[config.mk]
export PLATFORM = sky130hd
export DESIGN_NAME = hazard_scoreboard
export DESIGN_NICKNAME = d
export VERILOG_FILES = /design/src/rtl/hazard_scoreboard.sv
export SDC_FILE = /design/constraint.sdc
export NUM_CORES = 1
export LEC_CHECK = 0
export BUFFER_PORTS_ARGS = -buffer_cell sky130_fd_sc_hd__buf_4
export CAP_MARGIN = 20
export CORE_MARGIN = 2
export CORE_UTILIZATION = 58
export DETAILED_ROUTE_END_ITERATION = 10
export GPL_ROUTABILITY_DRIVEN = 0
export PLACE_DENSITY = 0.88
export SETUP_SLACK_MARGIN = 0.15
export SLEW_MARGIN = 20
export SYNTH_ARGS = -nofsm -noshare
export SYNTH_HDL_FRONTEND = slang
export SYNTH_SLANG_ARGS = --single-unit
[constraint.sdc]
create_clock -name clk -period 6.02 [get_ports clk]
set_clock_uncertainty 0.1 [all_clocks]
set_input_delay 0.602 -clock clk [delete_from_list [all_inputs] [get_ports clk]]
set_output_delay 0.602 -clock clk [all_outputs]
set_load 0.02 [all_outputs]
[src/rtl/hazard_scoreboard.sv]
// hazard_scoreboard: ID-stage stall and operand-forwarding decision.
// Keeps its own in-flight write descriptors for the stages after ID and a
// multiply/divide busy counter, so later stages need not feed decode back.
module hazard_scoreboard #(
   parameter int AW       = 5,
   parameter int TW       = 2,
   parameter int NSTAGE   = 3,
   parameter int MULT_CYC = 5,
   parameter int DIV_CYC  = 10,
   parameter int CW       = 4
) (
   input  logic              clk,
   input  logic              reset,
   input  logic              id_valid,
   input  logic [AW-1:0]     id_rs,
   input  logic [AW-1:0]     id_rt,
   input  logic [TW-1:0]     id_rs_tuse,
   input  logic [TW-1:0]     id_rt_tuse,
   input  logic              id_we,
   input  logic [AW-1:0]     id_wa,
   input  logic [TW-1:0]     id_tnew,
   input  logic              id_md_start,
   input  logic              id_md_div,
   input  logic              id_md_read,
   output logic              stall,
   output logic [NSTAGE:0]   fwd_rs_sel,
   output logic [NSTAGE:0]   fwd_rt_sel,
   output logic              md_busy
);

   // Descriptor k describes the instruction currently in stage k (1 = EX).
   logic [NSTAGE:1]              r_v;
   logic [NSTAGE:1][AW-1:0]      r_wa;
   logic [NSTAGE:1][TW-1:0]      r_tnew;
   logic [CW-1:0]                r_md_cnt;

   logic [NSTAGE+1:0]            w_rs_chk;
   logic [NSTAGE+1:0]            w_rt_chk;
   logic                         w_md_stall;
   logic                         w_md_accept;

   // Saturating decrement of a remaining-latency field.
   function automatic logic [TW-1:0] f_dec(input logic [TW-1:0] t);
      return (t == '0) ? '0 : t - 1'b1;
   endfunction

   // Operand check against the youngest matching producer.
   // Returns {stall, one-hot select}; select bit 0 is the register file.
   function automatic logic [NSTAGE+1:0] f_check(
      input logic [AW-1:0]             src,
      input logic [TW-1:0]             tuse,
      input logic                      active,
      input logic [NSTAGE:1]           v,
      input logic [NSTAGE:1][AW-1:0]   wa,
      input logic [NSTAGE:1][TW-1:0]   tn
   );
      logic              hit;
      int                kk;
      logic [TW-1:0]     t;
      logic              stl;
      logic [NSTAGE:0]   sel;
      hit = 1'b0;
      kk  = 0;
      t   = '0;
      stl = 1'b0;
      sel = (NSTAGE+1)'(1);
      // Scan oldest to youngest so the youngest producer overrides.
      for (int k = NSTAGE; k >= 1; k--) begin
         if (v[k] && (wa[k] == src)) begin
            hit = 1'b1;
            kk  = k;
            t   = tn[k];
         end
      end
      if (active && hit) begin
         if (t > tuse) begin
            stl = 1'b1;
         end else if (t == '0) begin
            sel = (NSTAGE+1)'(1) << kk;
         end
      end
      return {stl, sel};
   endfunction

   // Hazard decision for both operands and the mult/div unit.
   always_comb begin
      w_rs_chk    = f_check(id_rs, id_rs_tuse, id_valid && (id_rs != '0), r_v, r_wa, r_tnew);
      w_rt_chk    = f_check(id_rt, id_rt_tuse, id_valid && (id_rt != '0), r_v, r_wa, r_tnew);
      w_md_stall  = id_valid & (id_md_read | id_md_start) & md_busy;
      stall       = w_rs_chk[NSTAGE+1] | w_rt_chk[NSTAGE+1] | w_md_stall;
      fwd_rs_sel  = w_rs_chk[NSTAGE:0];
      fwd_rt_sel  = w_rt_chk[NSTAGE:0];
      w_md_accept = id_valid & id_md_start & ~stall;
   end

   assign md_busy = (r_md_cnt != '0);

   // Descriptor pipeline: ID enters stage 1 (bubble on stall), others shift.
   always_ff @(posedge clk or posedge reset) begin
      if (reset) begin
         r_v    <= '0;
         r_wa   <= '0;
         r_tnew <= '0;
      end else begin
         r_v[1]    <= id_valid & id_we & (id_wa != '0) & ~stall;
         r_wa[1]   <= id_wa;
         r_tnew[1] <= id_tnew;
         for (int k = 1; k < NSTAGE; k++) begin
            r_v[k+1]    <= r_v[k];
            r_wa[k+1]   <= r_wa[k];
            r_tnew[k+1] <= f_dec(r_tnew[k]);
         end
      end
   end

   // Mult/div busy counter: load on accepted start, otherwise count down.
   always_ff @(posedge clk or posedge reset) begin
      if (reset) begin
         r_md_cnt <= '0;
      end else if (w_md_accept) begin
         r_md_cnt <= id_md_div ? CW'(DIV_CYC) : CW'(MULT_CYC);
      end else if (r_md_cnt != '0) begin
         r_md_cnt <= r_md_cnt - 1'b1;
      end
   end

endmodule

==> results of run 1 <==
[kinds of logic (layout without fill, tap and decap cells)]
family                   after synthesis  in the layout  synth area share, %
AND/OR/NAND/NOR                       65             65                 25.1
flip-flops                            28             28                 41.3
XOR/XNOR                              31             31                 16.0
multiplexers                           8              8                 4.87
buffers and inverters                  8             48                 1.77
adder cells (fa/ha/maj)                6              6                 4.42
AO/OA/AOI/OAI                         15             15                 6.56
[worst paths after layout]
| path | start | end | cells after the start |
|---|---|---|---|
| worst max-delay path | r_wa[6] | stall | 12 |
| worst min-delay path | reset | r_tnew[2] | 2 |
| worst max register to register | r_wa[6] | r_md_cnt[3] | 11 |
| worst min register to register | r_tnew[2] | r_tnew[4] | 1 |
| max in group asynchronous | reset | r_wa[7] | 2 |
| min in group clk | id_tnew[1] | r_tnew[1] | 1 |
[power by group through the flow]
stage / Sequential (mW) / Combinational, mW / Clock [mW]
finish: 0.234 / 0.146 / 0.0765
global route: 0.237 / 0.160 / 0.0834
CTS: 0.234 / 0.148 / 0.0789
detailed placement: 0.237 / 0.148 / 0
global placement: 0.236 / 0.137 / 0
floorplan: 0.231 / 0.103 / 0
[metal layers]
metal  global-route usage (%)  wire length [um]
met4                     9.63                60
met5                        0                 0
met1                     28.4              1520
met2                     43.0              1980
met3                     2.68               116
[state kept, by name, summed over array words and instances, names as in the netlist]
register	flops
r_v	3
r_tnew	6
r_wa	15
r_md_cnt	4
[worst max-delay path, cell delays in order (launching register included)]
cell     delay, ps
dfrtp_1        440
xor2_1         180
nor4_2         260
nand3_1        240
mux2i_1        190
mux2_2         290
ha_1           290
nor2b_1        130
o21ai_0        280
a311o_1        330
nand2_1        130
a21o_1         170
buf_4          150
[through the flow]
step | area, sq um | setup WS [ps]
after CTS | 2040 | 1910
after global placement | 2010 | 2070
final | 2040 | 1890
after global routing | 2040 | 1680
after detailed placement | 2010 | 1990
after floorplan | 1700 | 2340
[cell usage in the layout (no fill, tap or decap), drive strengths merged, types with 3 or more instances in the layout]
cell,n
a21o,4
buf,37
clkbuf,3
dfrtp,28
ha,6
inv,8
mux2i,6
nand2,7
nand3,11
nand4,4
nand4b,3
nor2,11
nor2b,3
nor3,3
nor4,7
o21ai,4
or4,3
xnor2,4
xor2,27
[area by class of cell]
class / instances / area, sq um
Timing Repair Buffer: 37 / 278
Multi-Input combinational cell: 125 / 966
Clock buffer: 3 / 22.5
Inverter: 8 / 30.0
Sequential cell: 28 / 701
Fill cell: 196 / 722
Tap cell: 31 / 38.8
==> impl_metrics.py, run 1 <==
metrics = {
    "worst_setup_path": {
        "start_kind": "flip-flop",
        "ff2ff_setup_slack_ps": 2680,
        "crit_fanout": 6,
        "critPathCaptureType": "output pin",
        "cp.arrival_ps": 3420,
        "crit_required_ps": 5320,
        "path_class": "reg -> out",
    },
    "global_route": {
        "grt_max_degree": 29,
        "antenna_found_initial": 0,
        "grt.total_usage_pct": 23.7,
        "grt_pass1_wl_mm": 6.07,
        "grt_overflow": 0,
        "grt_pass1_vias": 1382,
    },
    "floorplanning": {
        "rows": 19,
        "die_h_um": 58.1,
        "ios": 38,
        "start_util_pct": 61.5,
        "dieArea_sq_mm": 0.00337,
        "fp.dieW_um": 58.1,
        "core_region_area_sq_mm": 0.00276,
    },
    "clock_network": {
        "cts_resized": 0,
        "clock_sinks": 28,
        "clk_latency_ps": 330,
        "cts_hold_buf": 0,
        "htreeDepth": 1,
        "cts_made_buffers": 3,
        "cts.clk_slew.worst_paths_ps": 150,
        "cts_tree": "yes",
        "cts_buffer_depth": 2,
        "root_buffer": "clkbuf_4",
        "postCtsSetupBuffers": 0,
    },
    "logic_synthesis": {
        "async_flop_share_pct": 100,
        "synth-edff-count": 0,
        "synth_area_sq_mm": 0.00170,
        "yosysSeqAreaShare_pct": 41.3,
        "synth_area_leader_cell": "dfrtp_1",
        "synth_seq_cells": 28,
        "synth_area_leaders": "dfrtp_1 41%, xor2_1 14%, ha_1 4.4%, mux2i_1 3.5%, nor2_1 2.4%",
        "syn_avg_cell_area_sq_um": 10.5,
        "synth_warnings": 0,
        "synthFlopType": "dfrtp_1",
        "post-synth-top-count-cell": "dfrtp_1",
        "synth_cell_type_count": 38,
        "synth_fp_nets": 195,
        "syn_inst": 161,
        "yosys-top-cells-count": "28 x dfrtp_1, 27 x xor2_1, 11 x nor2_1",
        "synth_top_area_share_pct": 41.3,
    },
    "finish": {
        "final_util_pct": 73.8,
        "stdcell_count": 232,
        "diodes": 0,
        "drive_gt1_share_pct": 25.9,
        "final_nets": 237,
        "area_delta_synth_final_pct": 20.0,
    },
    "sta": {
        "max_freq_mhz": 242,
        "period_minus_slack_ps": 4130,
        "slew_viol_final": 0,
        "worstMarginPinSlew_ps": 576,
        "finalSetupViolations": 0,
        "fin_crit_sh_pct": 68.5,
        "rsz0062_at_grt": "no",
        "finalHoldViolations": 0,
        "fin_setup_tns_ps": 0,
        "slew_headroom_pct": 61.6,
        "hold_slack_ps": 215,
    },
    "pwr": {
        "p_int_mw": 0.308,
        "p_leak_nw": 1.00,
        "seqPwrFrac_pct": 51.2,
        "p_comb_share_pct": 32.0,
        "clkPwrFrac_pct": 16.7,
        "sw_frac_of_total_pct": 32.7,
        "irDropWorstVdd_uv": 221,
        "p_sw_mw": 0.149,
        "p_per_area_mw_per_mm2": 224,
        "power_mw": 0.457,
    },
    "drt": {
        "drtIter0Drc": 33,
        "routedWlPerCell_um": 15.9,
        "ant_nets": 0,
        "via_count": 1388,
        "finalWirelength_mm": 3.68,
        "remaining_drc_errors": 0,
        "drtPass1Iterations": 4,
        "viasPerCell": 5.98,
    },
    "placement": {
        "place.port_buffers": 37,
        "post-dp-hpwl_mm": 2.97,
        "dp.cells": 229,
    },
    "outcome": {
        "status": "completed",
    },
    "flow_run": {
        "drv_cap": 0,
    },
    "worst_hold_path": {
        "hold_class": "in -> async",
    },
}
Note: power is estimated with default switching activity, not from simulation.
==> run 2, diff against run 1 <==
--- a/config.mk
+++ b/config.mk
@@ -8,10 +8,10 @@
 export BUFFER_PORTS_ARGS = -buffer_cell sky130_fd_sc_hd__buf_4
 export CAP_MARGIN = 20
 export CORE_MARGIN = 2
-export CORE_UTILIZATION = 58
+export CORE_UTILIZATION = 48
 export DETAILED_ROUTE_END_ITERATION = 10
 export GPL_ROUTABILITY_DRIVEN = 0
-export PLACE_DENSITY = 0.88
+export PLACE_DENSITY = 0.78
 export SETUP_SLACK_MARGIN = 0.15
 export SLEW_MARGIN = 20
 export SYNTH_ARGS = -nofsm -noshare
==> constraint.sdc (replaced) <==
create_clock -name clk -period 3.65 [get_ports clk]
set_clock_uncertainty 0.1 [all_clocks]
set_input_delay 0.365 -clock clk [delete_from_list [all_inputs] [get_ports clk]]
set_output_delay 0.365 -clock clk [all_outputs]
set_load 0.02 [all_outputs]
==> run 2 against run 1 <==
The run now ends with hold timing left; combinational power increased by 73%; power increased by 73%; setup slack got worse by 1700 ps; global-route usage decreased by 3.1 points.
==> impl_metrics.py, run 2 (synthesized netlist as in run 1, its figures left out) <==
metrics = {
    "clock_network": {
        "cts.clk_slew.worst_paths_ps": 150,
        "htreeDepth": 1,
        "cts_tree": "yes",
        "cts_buffer_depth": 2,
        "clk_latency_ps": 330,
        "clock_sinks": 28,
        "cts_made_buffers": 3,
        "root_buffer": "clkbuf_4",
    },
    "global_route": {
        "top_usage_layer": "met2",
        "grt.total_usage_pct": 20.6,
        "use_met2_pct": 36.3,
        "grtUsageMet1_pct": 24.9,
        "antenna_found_initial": 0,
        "grt_use_met3_pct": 2.32,
        "grt_max_degree": 29,
        "grt_pass1_wl_mm": 6.47,
        "grt_pass1_vias": 1430,
        "grt_overflow": 0,
    },
    "worst_setup_path": {
        "slowest_delay_ps": 430,
        "start_kind": "flip-flop",
        "path_cells": "xor2_1 > nor4_2 > nand3_1 > mux2i_2 > mux2_4 > ha_4 > nor2b_4 > o21ai_2 > nand2b_1 > nor3b_2 > and4b_1 > buf_6",
        "crit_fanout": 3,
        "path_class": "reg -> out",
        "cp_num_cells": 12,
        "crit_path_top_delay_cell": "dfrtp_1",
        "cp_top_family": "simple AND/OR/NAND/NOR gates",
        "cp.arrival_ps": 2980,
        "crit_required_ps": 3180,
        "path_buf_inv": 1,
        "critPathCaptureType": "output pin",
        "reg2reg_depth": 12,
    },
    "worst_hold_path": {
        "hold_class": "in -> async",
    },
    "finish": {
        "drive_gt1_share_pct": 41.3,
        "final_cell_mix": "54 x buf_4, 28 x dfrtp_1, 27 x xor2_1",
        "diodes": 0,
        "final_nets": 258,
        "area_delta_synth_final_pct": 38.7,
        "layout_commonest_cell": "buf_4",
        "largest_register_ffs": 15,
        "regMostFlops": "r_wa",
        "finish.instance_area_sq_mm": 0.00235,
        "stdcell_count": 269,
        "nFillCells": 256,
        "reg_top3": "r_wa x15, r_tnew x6, r_md_cnt x4",
    },
    "pwr": {
        "p_leak_nw": 1.11,
        "p_per_area_mw_per_mm2": 336,
        "power_mw": 0.791,
        "irDropWorstVdd_uv": 266,
    },
    "floorplanning": {
        "fp.dieW_um": 63.5,
        "dieArea_sq_mm": 0.00403,
        "die_h_um": 63.5,
        "rows": 21,
        "ios": 38,
        "start_util_pct": 50.4,
        "core_region_area_sq_mm": 0.00336,
    },
    "placement": {
        "post-dp-hpwl_mm": 2.86,
        "dp.cells": 245,
        "place.port_buffers": 37,
        "place_area_sq_mm": 0.00204,
    },
    "sta": {
        "slew_viol_final": 0,
        "slew_headroom_pct": 61.1,
        "max_freq_mhz": 290,
        "fin_setup_tns_ps": 0,
        "fin_crit_sh_pct": 94.5,
        "finalHoldViolations": 28,
        "finalSetupViolations": 0,
        "worstMarginPinSlew_ps": 583,
        "rsz0062_at_grt": "yes",
        "hold_slack_ps": -23.3,
        "period_minus_slack_ps": 3450,
    },
    "drt": {
        "drtIter0Drc": 57,
        "drtPass1Iterations": 4,
        "ant_nets": 0,
        "via_count": 1419,
        "viasPerCell": 5.28,
        "routedWlPerCell_um": 15.4,
        "finalWirelength_mm": 4.14,
        "remaining_drc_errors": 0,
    },
    "flow_run": {
        "drv_cap": 0,
    },
    "outcome": {
        "violations": "hold timing",
        "status": "complete, but fails checks",
    },
}
==> run 2: changes by cell type in the layout (fill, tap and decap cells not counted), sizes merged <==
cell	before	now
clkbuf	3	4
buf	37	58
==> run 2: layout make-up <==
type,count,area [sq um],area share [%]
clock buffers,4,36.3,1.54
repair buffers,58,450,19.1
inverters,8,30.0,1.28
multi-input cells,125,1080,45.8
flip-flops and latches,28,701,29.8
well taps,46,57.6,2.45
==> run 2: final timing paths <==
kind / startpoint / slack (ps) / end
max: r_wa[6] / 200 / fwd_rt_sel[3]
min: reset / -20 / r_wa[11]
max reg2reg: r_wa[6] / 510 / r_md_cnt[3]
min reg2reg: r_tnew[2] / 340 / r_tnew[4]
max in group asynchronous: reset / 3090 / r_wa[8]
min in group clk: id_tnew[1] / 20 / r_tnew[1]
==> run 2: power breakdown <==
part	internal (mW)	switching, mW
registers	0.349	0.0379
logic	0.130	0.124
clock network	0.0612	0.0897
==> run 2: worst register-to-register path, delay by kind of cell, from the launching register on <==
kind,cells,cell delay (ps)
fa+ha+maj,1,280
simple gates,4,690
buf+inv,1,170
compound gates,2,420
flops,1,430
mux,3,810
xor+xnor,1,150
==> run 2: metrics by stage <==
step	setup slack (ps)	utilization [%]
2_1_floorplan	388	-
3_5_place_dp	137	60.6
4_1_cts	143	66.0
3_3_place_gp	271	60.6
5_1_grt	24.9	70.0
6_report	200	70.0
==> run 2: timing repair <==
action / CTS / global route
hold buffers: 0 / 0
gates resized for setup: 12 / 16
setup buffers: 13 / 7
pin swaps: 11 / 12
endpoints found under the setup margin: 6 / 8
==> run 2: metal layers <==
layer,routed length [um],up-vias
li1,-,700
met1,1750,677
met2,2120,31
met3,132,11
met4,135,0
met5,0,-
==> run 3, diff against run 2 <==
--- a/config.mk
+++ b/config.mk
@@ -7,7 +7,6 @@
 export LEC_CHECK = 0
 export BUFFER_PORTS_ARGS = -buffer_cell sky130_fd_sc_hd__buf_4
 export CAP_MARGIN = 20
-export CORE_MARGIN = 2
 export CORE_UTILIZATION = 48
 export DETAILED_ROUTE_END_ITERATION = 10
 export GPL_ROUTABILITY_DRIVEN = 0
==> run 3 against run 2 <==
The run still ends with hold timing left; die area fell by 6.2%; routed wire length increased by 3.1%; power increased by 7.4%; maximum frequency down 5.1%; critical path type unchanged; critical endpoint is now fwd_rs_sel[2]; largest power group unchanged.
==> impl_metrics.py, run 3 (synthesized netlist as in run 1, its figures left out) <==
metrics = {
    "drt": {
        "routedWlPerCell_um": 15.8,
        "drtPass1Iterations": 4,
        "finalWirelength_mm": 4.27,
        "viasPerCell": 5.44,
        "via_count": 1468,
        "ant_nets": 0,
        "drtIter0Drc": 96,
        "remaining_drc_errors": 0,
    },
    "finish": {
        "drive_gt1_share_pct": 42.4,
        "finish.instance_area_sq_mm": 0.00239,
        "seqCellArea_sq_um": 702,
        "multiInputGateArea_sq_mm": 0.00109,
        "diodes": 0,
        "area_delta_synth_final_pct": 40.9,
        "reg_top3": "r_wa x15, r_tnew x6, r_md_cnt x4",
        "largest_register_ffs": 15,
        "nFillCells": 246,
        "layout_commonest_cell": "buf_4",
        "regMostFlops": "r_wa",
        "final_cell_mix": "54 x buf_4, 27 x dfrtp_1, 25 x xor2_1",
        "final_nets": 259,
    },
    "flow_run": {
        "drv_cap": 0,
    },
    "sta": {
        "worstMarginPinSlew_ps": 578,
        "setup_slack_ps": 16.6,
        "finalHoldViolations": 28,
        "finalSetupViolations": 0,
        "slew_viol_final": 0,
        "fin_crit_sh_pct": 99.5,
        "hold_slack_ps": -32.2,
        "period_minus_slack_ps": 3630,
        "rsz0062_at_grt": "yes",
        "max_freq_mhz": 275,
        "slew_headroom_pct": 61.4,
    },
    "floorplanning": {
        "core_region_area_sq_mm": 0.00336,
        "dieArea_sq_mm": 0.00378,
        "start_util_pct": 50.4,
        "die_h_um": 61.5,
        "ios": 38,
        "fp.dieW_um": 61.5,
        "rows": 21,
    },
    "global_route": {
        "grt.total_usage_pct": 23.1,
        "grt_max_degree": 29,
        "grt_pass1_vias": 1357,
        "grtUsageMet1_pct": 29.9,
        "antenna_found_initial": 0,
        "top_usage_layer": "met2",
        "use_met2_pct": 39.4,
        "grt_use_met3_pct": 3.36,
        "grt_overflow": 0,
        "grt_pass1_wl_mm": 6.27,
    },
    "clock_network": {
        "root_buffer": "clkbuf_4",
        "cts.clk_slew.worst_paths_ps": 160,
        "cts_tree": "yes",
        "clock_sinks": 28,
        "cts_made_buffers": 3,
        "htreeDepth": 1,
        "clk_latency_ps": 340,
        "cts_buffer_depth": 2,
    },
    "worst_hold_path": {
        "hold_class": "in -> async",
    },
    "pwr": {
        "p_sw_mw": 0.259,
        "irDropWorstVdd_uv": 297,
        "seqPwrFrac_pct": 45.4,
        "p_per_area_mw_per_mm2": 356,
        "p_int_mw": 0.590,
        "power_mw": 0.850,
        "p_leak_nw": 1.13,
        "p_comb_share_pct": 30.2,
        "sw_frac_of_total_pct": 30.5,
        "clkPwrFrac_pct": 24.4,
    },
    "worst_setup_path": {
        "start_kind": "flip-flop",
        "cp.arrival_ps": 3170,
        "path_class": "reg -> out",
        "crit_required_ps": 3180,
        "crit_fanout": 4,
        "critPathCaptureType": "output pin",
    },
    "placement": {
        "place.port_buffers": 37,
        "post-dp-hpwl_mm": 2.83,
        "place_area_sq_mm": 0.00204,
        "dp_worst_setup_slack_ps": 111,
    },
    "outcome": {
        "violations": "hold timing",
        "status": "complete, but fails checks",
    },
}
## run 3: metrics by stage
stage | std cells | setup TNS, ps | util, %
after global placement | 245 | 0 | 60.6
after CTS | 258 | 0 | 65.9
final | 270 | 0 | 71.1
after detailed placement | 245 | 0 | 60.6
after floorplan | 161 | 0 | -
after global routing | 270 | -328 | 71.1
## run 3: worst paths after layout
kind | to | slack [ps] | depth (start not counted) | from
hold / removal | r_wa[11] | -30 | 2 | reset
hold reg to reg | r_wa[7] | 350 | 0 | r_wa[2]
max in group asynchronous | r_wa[8] | 3070 | 2 | reset
min in group clk | r_tnew[1] | 20 | 1 | id_tnew[1]
setup / recovery | fwd_rs_sel[2] | 20 | 12 | r_wa[8]
setup reg to reg | r_md_cnt[3] | 490 | 12 | r_wa[8]
## run 3: critical path, stage by stage (launching register included)
cell,delay [ps]
dfrtp_2,470
xor2_2,170
nor4_4,290
nand3_2,180
mux2i_2,190
a21o_1,210
ha_4,210
nor2b_1,120
o21ai_1,160
nand2b_1,120
a211oi_2,290
and4b_2,290
buf_6,120
## run 3: area by class of cell
cell class / count / share of cell area [%]
Clock buffer: 3 / 0.942
Clock inverter: 1 / 1.26
Inverter: 8 / 1.26
Multi-Input combinational cell: 125 / 45.4
Sequential cell: 28 / 29.4
Tap cell: 46 / 2.41
Timing Repair Buffer: 59 / 19.3
## run 3: per-layer routing
layer | wire [um] | vias to the layer above | share of wire (%)
met1 | 1870 | 722 | 44
met4 | 76 | 0 | 1.8
li1 | - | 701 | -
met3 | 154 | 8 | 3.6
met5 | 0 | - | 0
met2 | 2170 | 37 | 51
## run 3: what timing repair did
action | in CTS | in global routing
hold endpoints to repair | 0 | 0
gates resized for setup | 14 | 17
pin swaps | 7 | 14
hold buffers | 0 | 0
setup buffers | 9 | 12
setup endpoints to repair | 7 | 9
## run 3: power groups by stage
stage                     sequential, mW  clock, mW  combinational [mW]
final                              0.386      0.208               0.257
after global routing               0.391      0.222               0.286
after CTS                          0.385      0.207               0.246
after detailed placement           0.392          0               0.236
after global placement             0.390          0               0.228
after floorplan                    0.381          0               0.171
